--- src/rtl/mips_pkg.sv ---
// Shared types for the MIPS pipeline hazard sequencer.
//   hz_state_t    : sequencer states (RUN, MD_WAIT, MEM_WAIT)
//   REG_ZERO      : architectural $zero, never a real dependency
//   load_use_hit  : load-use dependency test between the EX load and the ID instruction
package mips_pkg;

  typedef enum logic [1:0] {
    RUN      = 2'd0,
    MD_WAIT  = 2'd1,
    MEM_WAIT = 2'd2
  } hz_state_t;

  localparam logic [4:0] REG_ZERO = 5'd0;

  // A load into $zero produces nothing to wait for.
  function automatic logic load_use_hit(input logic       mem_read,
                                        input logic [4:0] ex_rt,
                                        input logic [4:0] id_rs,
                                        input logic [4:0] id_rt);
    return mem_read && (ex_rt != REG_ZERO) && ((ex_rt == id_rs) || (ex_rt == id_rt));
  endfunction

endpackage

--- src/rtl/wait_counter.sv ---
// Shared wait counter for the hazard sequencer (MUL/DIV countdown and dmem wait count).
// Ports:
//   clk, rst_n   : clock, synchronous active-low reset (clears count)
//   load/load_val: load a start value (highest priority)
//   clr          : force to zero
//   dec / inc    : step down / up by one (dec wins over inc)
//   cnt          : current count, CNT_W bits
module wait_counter #(
  parameter int CNT_W = 8
) (
  input  logic             clk,
  input  logic             rst_n,
  input  logic             load,
  input  logic [CNT_W-1:0] load_val,
  input  logic             clr,
  input  logic             dec,
  input  logic             inc,
  output logic [CNT_W-1:0] cnt
);

  always_ff @(posedge clk) begin
    if (!rst_n)     cnt <= '0;
    else if (load)  cnt <= load_val;
    else if (clr)   cnt <= '0;
    else if (dec)   cnt <= cnt - CNT_W'(1);
    else if (inc)   cnt <= cnt + CNT_W'(1);
  end

endmodule

--- src/rtl/pipeline_hazard_ctrl.sv ---
// Stall/flush sequencer for the 5-stage MIPS pipeline. Handles the hazards the
// forwarding unit cannot: load-use, taken branch, jump, multi-cycle MUL/DIV,
// slow instruction fetch and slow data memory.
// Ports:
//   clk, rst_n                         : clock, synchronous active-low reset
//   IFID_Rs, IFID_Rt                   : sources of the instruction in ID
//   IDEX_MemRead, IDEX_Rt, IDEX_MulDiv : instruction in EX (load / its dest / MUL-DIV)
//   ID_jump, EX_branch_taken           : control transfers resolved in ID / EX
//   imem_ready, dmem_req, dmem_ready   : memory handshakes
//   PC_we, IFID_we, IDEX_we, EXMEM_we  : stage register enables (0 = hold)
//   IFID_flush..MEMWB_flush            : bubble insertion per stage register
//   md_start, md_done                  : MUL/DIV start / result capture pulses
//   mem_err                            : sticky dmem timeout flag
// Optional build: define HAZARD_PERF_EN to add 32-bit saturating cycle counters
//   perf_stall_ld, perf_stall_md, perf_stall_mem, perf_flush.
module pipeline_hazard_ctrl
  import mips_pkg::*;
#(
  parameter int MD_LATENCY  = 32,
  parameter int MEM_TIMEOUT = 255,
  parameter int CNT_W       = 8
) (
  input  logic        clk,
  input  logic        rst_n,
  input  logic [4:0]  IFID_Rs,
  input  logic [4:0]  IFID_Rt,
  input  logic        IDEX_MemRead,
  input  logic [4:0]  IDEX_Rt,
  input  logic        IDEX_MulDiv,
  input  logic        ID_jump,
  input  logic        EX_branch_taken,
  input  logic        imem_ready,
  input  logic        dmem_req,
  input  logic        dmem_ready,
  output logic        PC_we,
  output logic        IFID_we,
  output logic        IDEX_we,
  output logic        EXMEM_we,
  output logic        IFID_flush,
  output logic        IDEX_flush,
  output logic        EXMEM_flush,
  output logic        MEMWB_flush,
  output logic        md_start,
  output logic        md_done,
  output logic        mem_err
`ifdef HAZARD_PERF_EN
  ,
  output logic [31:0] perf_stall_ld,
  output logic [31:0] perf_stall_md,
  output logic [31:0] perf_stall_mem,
  output logic [31:0] perf_flush
`endif
);

  localparam logic [CNT_W-1:0] MD_LOAD   = CNT_W'(MD_LATENCY - 1);
  localparam logic [CNT_W-1:0] MEM_LIMIT = CNT_W'(MEM_TIMEOUT);
  localparam logic [CNT_W-1:0] MEM_LAST  = CNT_W'(MEM_TIMEOUT - 1);
  localparam logic [CNT_W-1:0] CNT_ONE   = CNT_W'(1);

  hz_state_t        state_q, state_d;
  logic [CNT_W-1:0] cnt;
  logic             cnt_load, cnt_clr, cnt_dec, cnt_inc, err_set;
  logic             dmem_stall, ld_hit, md_fin;

  assign dmem_stall = dmem_req && !dmem_ready;
  assign ld_hit     = load_use_hit(IDEX_MemRead, IDEX_Rt, IFID_Rs, IFID_Rt);
  // Last MUL/DIV cycle: the op leaves EX, so the still-set IDEX_MulDiv must not restart it.
  assign md_fin     = (state_q == MD_WAIT) && (cnt == CNT_ONE);

  wait_counter #(.CNT_W(CNT_W)) u_wait_counter (
    .clk      (clk),
    .rst_n    (rst_n),
    .load     (cnt_load),
    .load_val (MD_LOAD),
    .clr      (cnt_clr),
    .dec      (cnt_dec),
    .inc      (cnt_inc),
    .cnt      (cnt)
  );

  always_ff @(posedge clk) begin
    if (!rst_n) begin
      state_q <= RUN;
      mem_err <= 1'b0;
    end else begin
      state_q <= state_d;
      if (err_set) mem_err <= 1'b1;
    end
  end

  always_comb begin
    PC_we       = 1'b1;
    IFID_we     = 1'b1;
    IDEX_we     = 1'b1;
    EXMEM_we    = 1'b1;
    IFID_flush  = 1'b0;
    IDEX_flush  = 1'b0;
    EXMEM_flush = 1'b0;
    MEMWB_flush = 1'b0;
    md_start    = 1'b0;
    md_done     = 1'b0;
    state_d     = state_q;
    cnt_load    = 1'b0;
    cnt_clr     = 1'b0;
    cnt_dec     = 1'b0;
    cnt_inc     = 1'b0;
    err_set     = 1'b0;

    if (!rst_n) begin
      // Pipeline runs freely while in reset; no pending md_done escapes.
    end else if (dmem_stall) begin
      PC_we       = 1'b0;
      IFID_we     = 1'b0;
      IDEX_we     = 1'b0;
      EXMEM_we    = 1'b0;
      MEMWB_flush = 1'b1;
      // During MD_WAIT the counter belongs to the MUL/DIV and is simply frozen.
      if (state_q != MD_WAIT) begin
        state_d = MEM_WAIT;
        if (cnt != MEM_LIMIT) cnt_inc = 1'b1;
        if (cnt == MEM_LAST)  err_set = 1'b1;
      end
    end else if ((state_q == MD_WAIT) && !md_fin) begin
      PC_we       = 1'b0;
      IFID_we     = 1'b0;
      IDEX_we     = 1'b0;
      EXMEM_flush = 1'b1;
      cnt_dec     = 1'b1;
    end else begin
      if (md_fin) begin
        md_done = 1'b1;
        cnt_dec = 1'b1;
        state_d = RUN;
      end else if (state_q == MEM_WAIT) begin
        cnt_clr = 1'b0 | 1'b1;
        state_d = RUN;
      end

      if (!md_fin && IDEX_MulDiv) begin
        md_start    = 1'b1;
        PC_we       = 1'b0;
        IFID_we     = 1'b0;
        IDEX_we     = 1'b0;
        EXMEM_flush = 1'b1;
        cnt_load    = 1'b1;
        state_d     = MD_WAIT;
      end else if (EX_branch_taken) begin
        IFID_flush = 1'b1;
        IDEX_flush = 1'b1;
      end else if (ld_hit) begin
        PC_we      = 1'b0;
        IFID_we    = 1'b0;
        IDEX_flush = 1'b1;
      end else if (ID_jump) begin
        IFID_flush = 1'b1;
      end else if (!imem_ready) begin
        PC_we      = 1'b0;
        IFID_flush = 1'b1;
      end
    end
  end

`ifdef HAZARD_PERF_EN
  function automatic logic [31:0] sat_inc(input logic [31:0] v, input logic en);
    return (en && (v != 32'hFFFF_FFFF)) ? v + 32'd1 : v;
  endfunction

  // Each cause is recognised from the output pattern it alone produces.
  logic ev_ld, ev_md, ev_mem, ev_flush;
  assign ev_mem   = MEMWB_flush;
  assign ev_md    = EXMEM_flush;
  assign ev_ld    = IDEX_flush && !PC_we;
  assign ev_flush = IFID_flush && PC_we;

  always_ff @(posedge clk) begin
    if (!rst_n) begin
      perf_stall_ld  <= '0;
      perf_stall_md  <= '0;
      perf_stall_mem <= '0;
      perf_flush     <= '0;
    end else begin
      perf_stall_ld  <= sat_inc(perf_stall_ld,  ev_ld);
      perf_stall_md  <= sat_inc(perf_stall_md,  ev_md);
      perf_stall_mem <= sat_inc(perf_stall_mem, ev_mem);
      perf_flush     <= sat_inc(perf_flush,     ev_flush);
    end
  end
`endif

endmodule

--- config.mk ---
export PLATFORM = sky130hd
export DESIGN_NAME = pipeline_hazard_ctrl
export DESIGN_NICKNAME = d
export VERILOG_FILES = /design/src/rtl/mips_pkg.sv /design/src/rtl/wait_counter.sv /design/src/rtl/pipeline_hazard_ctrl.sv
export SDC_FILE = /design/constraint.sdc
export NUM_CORES = 1
export LEC_CHECK = 0
export ABC_AREA = 1
export CORE_MARGIN = 2
export CORE_UTILIZATION = 43
export DETAILED_ROUTE_END_ITERATION = 10
export PLACE_DENSITY = 0.72
export SKIP_CTS_REPAIR_TIMING = 1
export SYNTH_ARGS = -nofsm -noshare
export SYNTH_HDL_FRONTEND = slang
export SYNTH_SLANG_ARGS = --single-unit
--- constraint.sdc ---
create_clock -name clk -period 1.65 [get_ports clk]
set_clock_uncertainty 0.1 [all_clocks]
set_input_delay 0.33 -clock clk [delete_from_list [all_inputs] [get_ports clk]]
set_output_delay 0.33 -clock clk [all_outputs]
set_load 0.1 [all_outputs]
== Yosys cells after proc, flatten, opt, wreduce, memory -nomap -nowiden ==
Cells that the tools add are included.

* Multiplexer cells: 73
* Div/mod/pow operators: 0
* $lt $le $gt $ge: 0
* Shifts and indexed selects: 0
* Reduce and logical (&&, ||, !) cells: 15
* Add/subtract/negate cells: 2
* Eq/ne operators: 10
* Bitwise logic cells: 1
* $mul: 0

{| class="wikitable"
|+ Operators by type and width
! kind !! number
|-
| $mux 1 || 63
|-
| $mux 8 || 2
|-
| $mux 2 || 6
|-
| $eq 5x5->1 || 2
|-
| $mux 5 || 2
|-
| $add 8x1->8 const B || 1
|-
| $eq 8x1->1 const B || 1
|-
| $eq 8x8->1 const B || 1
|-
| $ne 8x8->1 const B || 1
|-
| $reduce_bool 4->1 || 2
|-
| $sub 8x1->8 const B || 1
|-
| $logic_and 1x1->1 || 6
|-
| $reduce_bool 5->1 || 1
|-
| $ne 2x1->1 const B || 2
|-
| $reduce_and 3->1 || 1
|-
| $reduce_or 3->1 || 1
|-
| $eq 2x1->1 const B || 1
|-
| $eq 2x2->1 const B || 1
|-
| $logic_not 1->1 || 2
|-
| $ne 2x2->1 const B || 1
|-
| $reduce_bool 2->1 || 1
|-
| $logic_or 1x1->1 || 1
|-
| $not 1->1 || 1
|}

* Bits in latches: 0
* ROM bits: 0
* Input port bits: 24
* Flip-flop bits (word level): 11
* Bits in writable memories: 0
* Logic and storage cells: 105
* Memories kept: 0

== Depth between registers and ports, before layout ==
* Word-level depth: 10
* Mapped depth: 11
* Mapped depth without buffers: 10

== Modules after synthesis ==
A second synthesis with hierarchy kept.

* Cells, all modules: 225
* Area, all modules: 1282.5 um^2

{| class="wikitable"
|+ By module, submodules not included
! module !! times used !! area an instance (um^2) !! cells each
|-
| wait_counter || 1 || 669.4 || 100
|-
| pipeline_hazard_ctrl || 1 || 613.1 || 125
|}

== Worst setup path before layout ==
Ideal clock, no wire load.

* Path type: register to output
* Start: register u_wait_counter.cnt[4]
* End: output port md_done
* Slack: -1.464 ns
* Arrival time: 2.684 ns
* Cell stages (with the launch flop): 5
* Path buffers: 1
* Cells stage by stage: dfxtp_1 -> buf_6 -> nor2_1 -> nand3_1 -> nor3_1

* Cells in the longest elaborated chain, start to end: 7

{| class="wikitable"
|+ Ends and longest elaborated chain
! element !! RTL line !! text
|-
| start: declaration || wait_counter.sv:18 || <nowiki>output logic [CNT_W-1:0] cnt</nowiki>
|-
| start signal: assignment || wait_counter.sv:23 || <nowiki>else if (load) cnt <= load_val;</nowiki>
|-
| start signal: assignment || wait_counter.sv:25 || <nowiki>else if (dec) cnt <= cnt - CNT_W'(1);</nowiki>
|-
| start signal: assignment || wait_counter.sv:26 || <nowiki>else if (inc) cnt <= cnt + CNT_W'(1);</nowiki>
|-
| $eq 8x1->1 * || pipeline_hazard_ctrl.sv:68 || <nowiki>assign md_fin = (state_q == MD_WAIT) && (cnt == CNT_ONE);</nowiki>
|-
| $logic_and 1x1->1 * || pipeline_hazard_ctrl.sv:68 ||
|-
| $logic_not 1->1 || pipeline_hazard_ctrl.sv:123 || <nowiki>end else if ((state_q == MD_WAIT) && !md_fin) begin</nowiki>
|-
| $logic_and 1x1->1 || pipeline_hazard_ctrl.sv:123 ||
|-
| $mux 1 * || pipeline_hazard_ctrl.sv:123 ||
|-
| $mux 1 * || pipeline_hazard_ctrl.sv:111 || <nowiki>end else if (dmem_stall) begin</nowiki>
|-
| $mux 1 * || pipeline_hazard_ctrl.sv:109 || <nowiki>if (!rst_n) begin</nowiki>
|-
| end: declaration || pipeline_hazard_ctrl.sv:44 || <nowiki>output logic md_done,</nowiki>
|}

Every way passes the cells marked *; elsewhere a longest branch is shown, timed or not.

== Worst setup path after layout ==
* Start: register u_wait_counter.cnt[1]
* End: output port IDEX_flush

* Cells in the longest elaborated chain, start to end: 8

{| class="wikitable"
|+ Ends and longest elaborated chain
! element !! RTL line !! text
|-
| $eq 8x1->1 * || pipeline_hazard_ctrl.sv:68 ||
|-
| $logic_and 1x1->1 * || pipeline_hazard_ctrl.sv:68 ||
|-
| $logic_not 1->1 * || pipeline_hazard_ctrl.sv:123, pipeline_hazard_ctrl.sv:139 ||
|-
| $logic_and 1x1->1 || pipeline_hazard_ctrl.sv:139 || <nowiki>if (!md_fin && IDEX_MulDiv) begin</nowiki>
|-
| $mux 1 || pipeline_hazard_ctrl.sv:139 ||
|-
| $mux 1 * || pipeline_hazard_ctrl.sv:123 ||
|-
| $mux 1 * || pipeline_hazard_ctrl.sv:111 ||
|-
| $mux 1 * || pipeline_hazard_ctrl.sv:109 ||
|-
| end: declaration || pipeline_hazard_ctrl.sv:40 || <nowiki>output logic IDEX_flush,</nowiki>
|}

Marked as above.

==> impl_metrics.csv <==
group,metric,value,unit
run_status,status,"finished with violations",
run_status,failed_checks,"negative setup slack",
sta,rsz0062_at_grt,"yes",
sta,worst_slack,-0.419,ns
logic_synthesis,synth.distinct_cells,27,
die,initial_utilization,44.3,%
clock_network,clock_path_buffers,2,
sta,drv_slew,0,
drt,ant_nets,0,
cells_and_area,diodes,0,
cells_and_area,mostFrequentLayoutCells,"nand2_1 (56), buf_4 (39), nor2_1 (27), inv_1 (20)",
die,core,0.00298,sq mm
power,ir_worst_vdd,0.000367,V
die,dieHeight,59.4,um
drt,drc,0,
sta,fin_crit_sh,125,%
logic_synthesis,syn_nets,254,
logic_synthesis,synth_seq_cells,11,
placement,io_buffer_count,34,
setup_path,critical_path_arrival,1.64,ns
sta,whs,0.399,ns
drt,wl_per_cell,11.5,um
die,pin_count,35,
power,clkPwrFrac,15.0,%
power,total_power,0.00129,W
drt,vias,1682,
global_routing,grt_usage,21.6,%
sta,final-setup-viol-count,8,
placement,placed_area,0.00220,sq mm
sta,clock.fmax,483,MHz
global_routing,grt_first_pass_wirelength,5890,um
cells_and_area,instances_no_fill,335,
global_routing,grt_max_degree,14,
clock_network,cts_buffers,3,
global_routing,grt_overflow,0,
placement,hpwl,2820,um
setup_path,cp.required,1.22,ns
power,p_comb_share,61.4,%
setup_path,crit_type,"reg2out",
die,std_cell_rows,20,
cells_and_area,mostFrequentLayoutCell,"nand2_1",
power,swShare,43.7,%
min_path,hp-class,"reg2reg",
setup_path,cp_max_fo,3,
clock_network,clkSlewWorstSetupHoldPaths,0.07,ns
cells_and_area,final_area,0.00247,sq mm
cells_and_area,fin_nets,331,
power,p_leak,1.29,nW
clock_network,htreeDepth,1,
sta,maxSlewHeadroom,77.1,%
logic_synthesis,synth_warnings,0,
setup_path,endpoint_kind,"output port",
cells_and_area,final_core_utilization,83.0,%
logic_synthesis,ys_seq_area_share,16.7,%
setup_path,cp-start-kind,"flip-flop",
clock_network,cts_tree,"yes",
power,p_per_area,522,mW/mm^2
drt,viasPerCell,5.02,
sta,hold_viol,0,
cells_and_area,syn2layout_area_growth,87.4,%
die,dieArea,0.00353,sq mm
drt,first_pass_iters,4,
placement,dp_cells,326,
global_routing,grt_pass1_vias,1445,
flow_run,drv_cap,0,
logic_synthesis,syn-cell-area,0.00132,sq mm
clock_network,root_buffer,"clkbuf_4",
power,p_seq_share,23.6,%
sta,max_slew.worst_pin.slew,0.341,ns
drt,initialDrtViolationCount,83,
placement,gp_congestion,0.811,
drt,routed_wl,3850,um
sta,fin_crit,2.07,ns
logic_synthesis,avgSynthCellArea,5.84,sq um
die,fp.dieW,59.4,um
power,p_sw,0.000564,W
power,internal_power,0.000727,W
global_routing,antenna_found_initial,0,
clock_network,clk_latency,0.28,ns
cells_and_area,drive_gt1_share,42.1,%
clock_network,clock_sinks,11,
logic_synthesis,netlist_instances,226,
==> cell type report <==
class                      count  area, sq um
multi-input combinational    174         1190
fill                         182          507
sequential                    11          229
tap                           33         41.3
inverter                      36          145
clock buffer                   4         26.3
timing repair buffer          77          842
==> routing by layer <==
metal  vias up  routed length (um)  GRT usage (%)
li1        856                   -              -
met4         0                  31           6.49
met3         4                 238           4.80
met1       766                1600           27.9
met5         -                   0              0
met2        56                1980           35.6
==> power groups by stage <==
stage          registers (W)  logic, W  clock network (W)
2_1_floorplan       0.000309  0.000446                  0
3_3_place_gp        0.000309  0.000704                  0
3_5_place_dp        0.000310  0.000709                  0
4_1_cts             0.000304  0.000713           0.000196
5_1_grt             0.000307  0.000852           0.000210
6_report            0.000304  0.000792           0.000194
==> metrics by stage <==
step	worst slack [ns]	setup TNS, ns
floorplan	-0.266	-1.27
global placement	-0.595	-6.10
detailed placement	-0.653	-6.30
CTS	-0.660	-4.18
global route	-0.502	-3.04
finish	-0.419	-2.48
==> worst max-delay path, stage by stage (launching register included) <==
cell and delay [ns]:
dfxtp_2 0.32, inv_2 0.07, ha_4 0.14, nand2_4 0.05, nor2_4 0.10, nand2_2 0.08
nand2_4 0.09, nand2_4 0.07, buf_4 0.14, a21oi_4 0.13, buf_12 0.19
==> Yosys cell counts <==
master    count  area, sq um
nand2_1      71          267
nor2_1       34          128
inv_1        25         93.8
nand3_1      19         95.1
dfxtp_1      11          220
inv_2        11         41.3
a21oi_1       6         30.0
nand2_2       5         31.3
nand4_1       5         31.3
ha_1          4         50.1
nand3_2       4         40.0
nor2_4        4         45.0
xnor2_1       4         35.0
nor3_1        3         15.0
o21ai_0       3         15.0
buf_4         2         15.0
buf_6         2         22.5
nand2_4       2         22.5
nand3_4       2         35.0
o21bai_1      2         15.0
a31oi_1       1         6.26
buf_2         1         5.00
nor2_8        1         20.0
o21ai_2       1         8.76
o21bai_4      1         18.8
o22ai_1       1         6.26
or2_1         1         6.26
==> sequential cells by signal, summed over array words and instances (netlist names) <==
| register | count |
|---|---|
| state_q | 2 |
| u_wait_counter.cnt | 8 |
| mem_err | 1 |
==> cells by family (layout without fill, tap and decap cells) <==
logic type	count (synthesis)	count (layout)	synth area share [%]
xor gates and xnor gates	4	4	2.66
AOI/OAI and AO/OA	15	15	7.59
and+or+nand+nor	151	151	55.8
adders and majority gates	4	4	3.80
buffers and inverters	41	117	13.5
DFF	11	11	16.7
==> path summary, 6_finish.rpt <==
kind	start	to	slack [ns]	cells past startpoint
setup / recovery	u_wait_counter.cnt[1]$_SDFFE_PN0P_	IDEX_flush	-0.42	10
hold / removal	mem_err$_SDFFE_PN0P_	mem_err$_SDFFE_PN0P_	0.40	2
setup reg to reg	u_wait_counter.cnt[5]$_SDFFE_PP0P_	u_wait_counter.cnt[6]$_SDFFE_PP0P_	0.10	10
hold reg to reg	mem_err$_SDFFE_PN0P_	mem_err$_SDFFE_PN0P_	0.40	2
No activity file was read; power rests on OpenSTA's default activity.
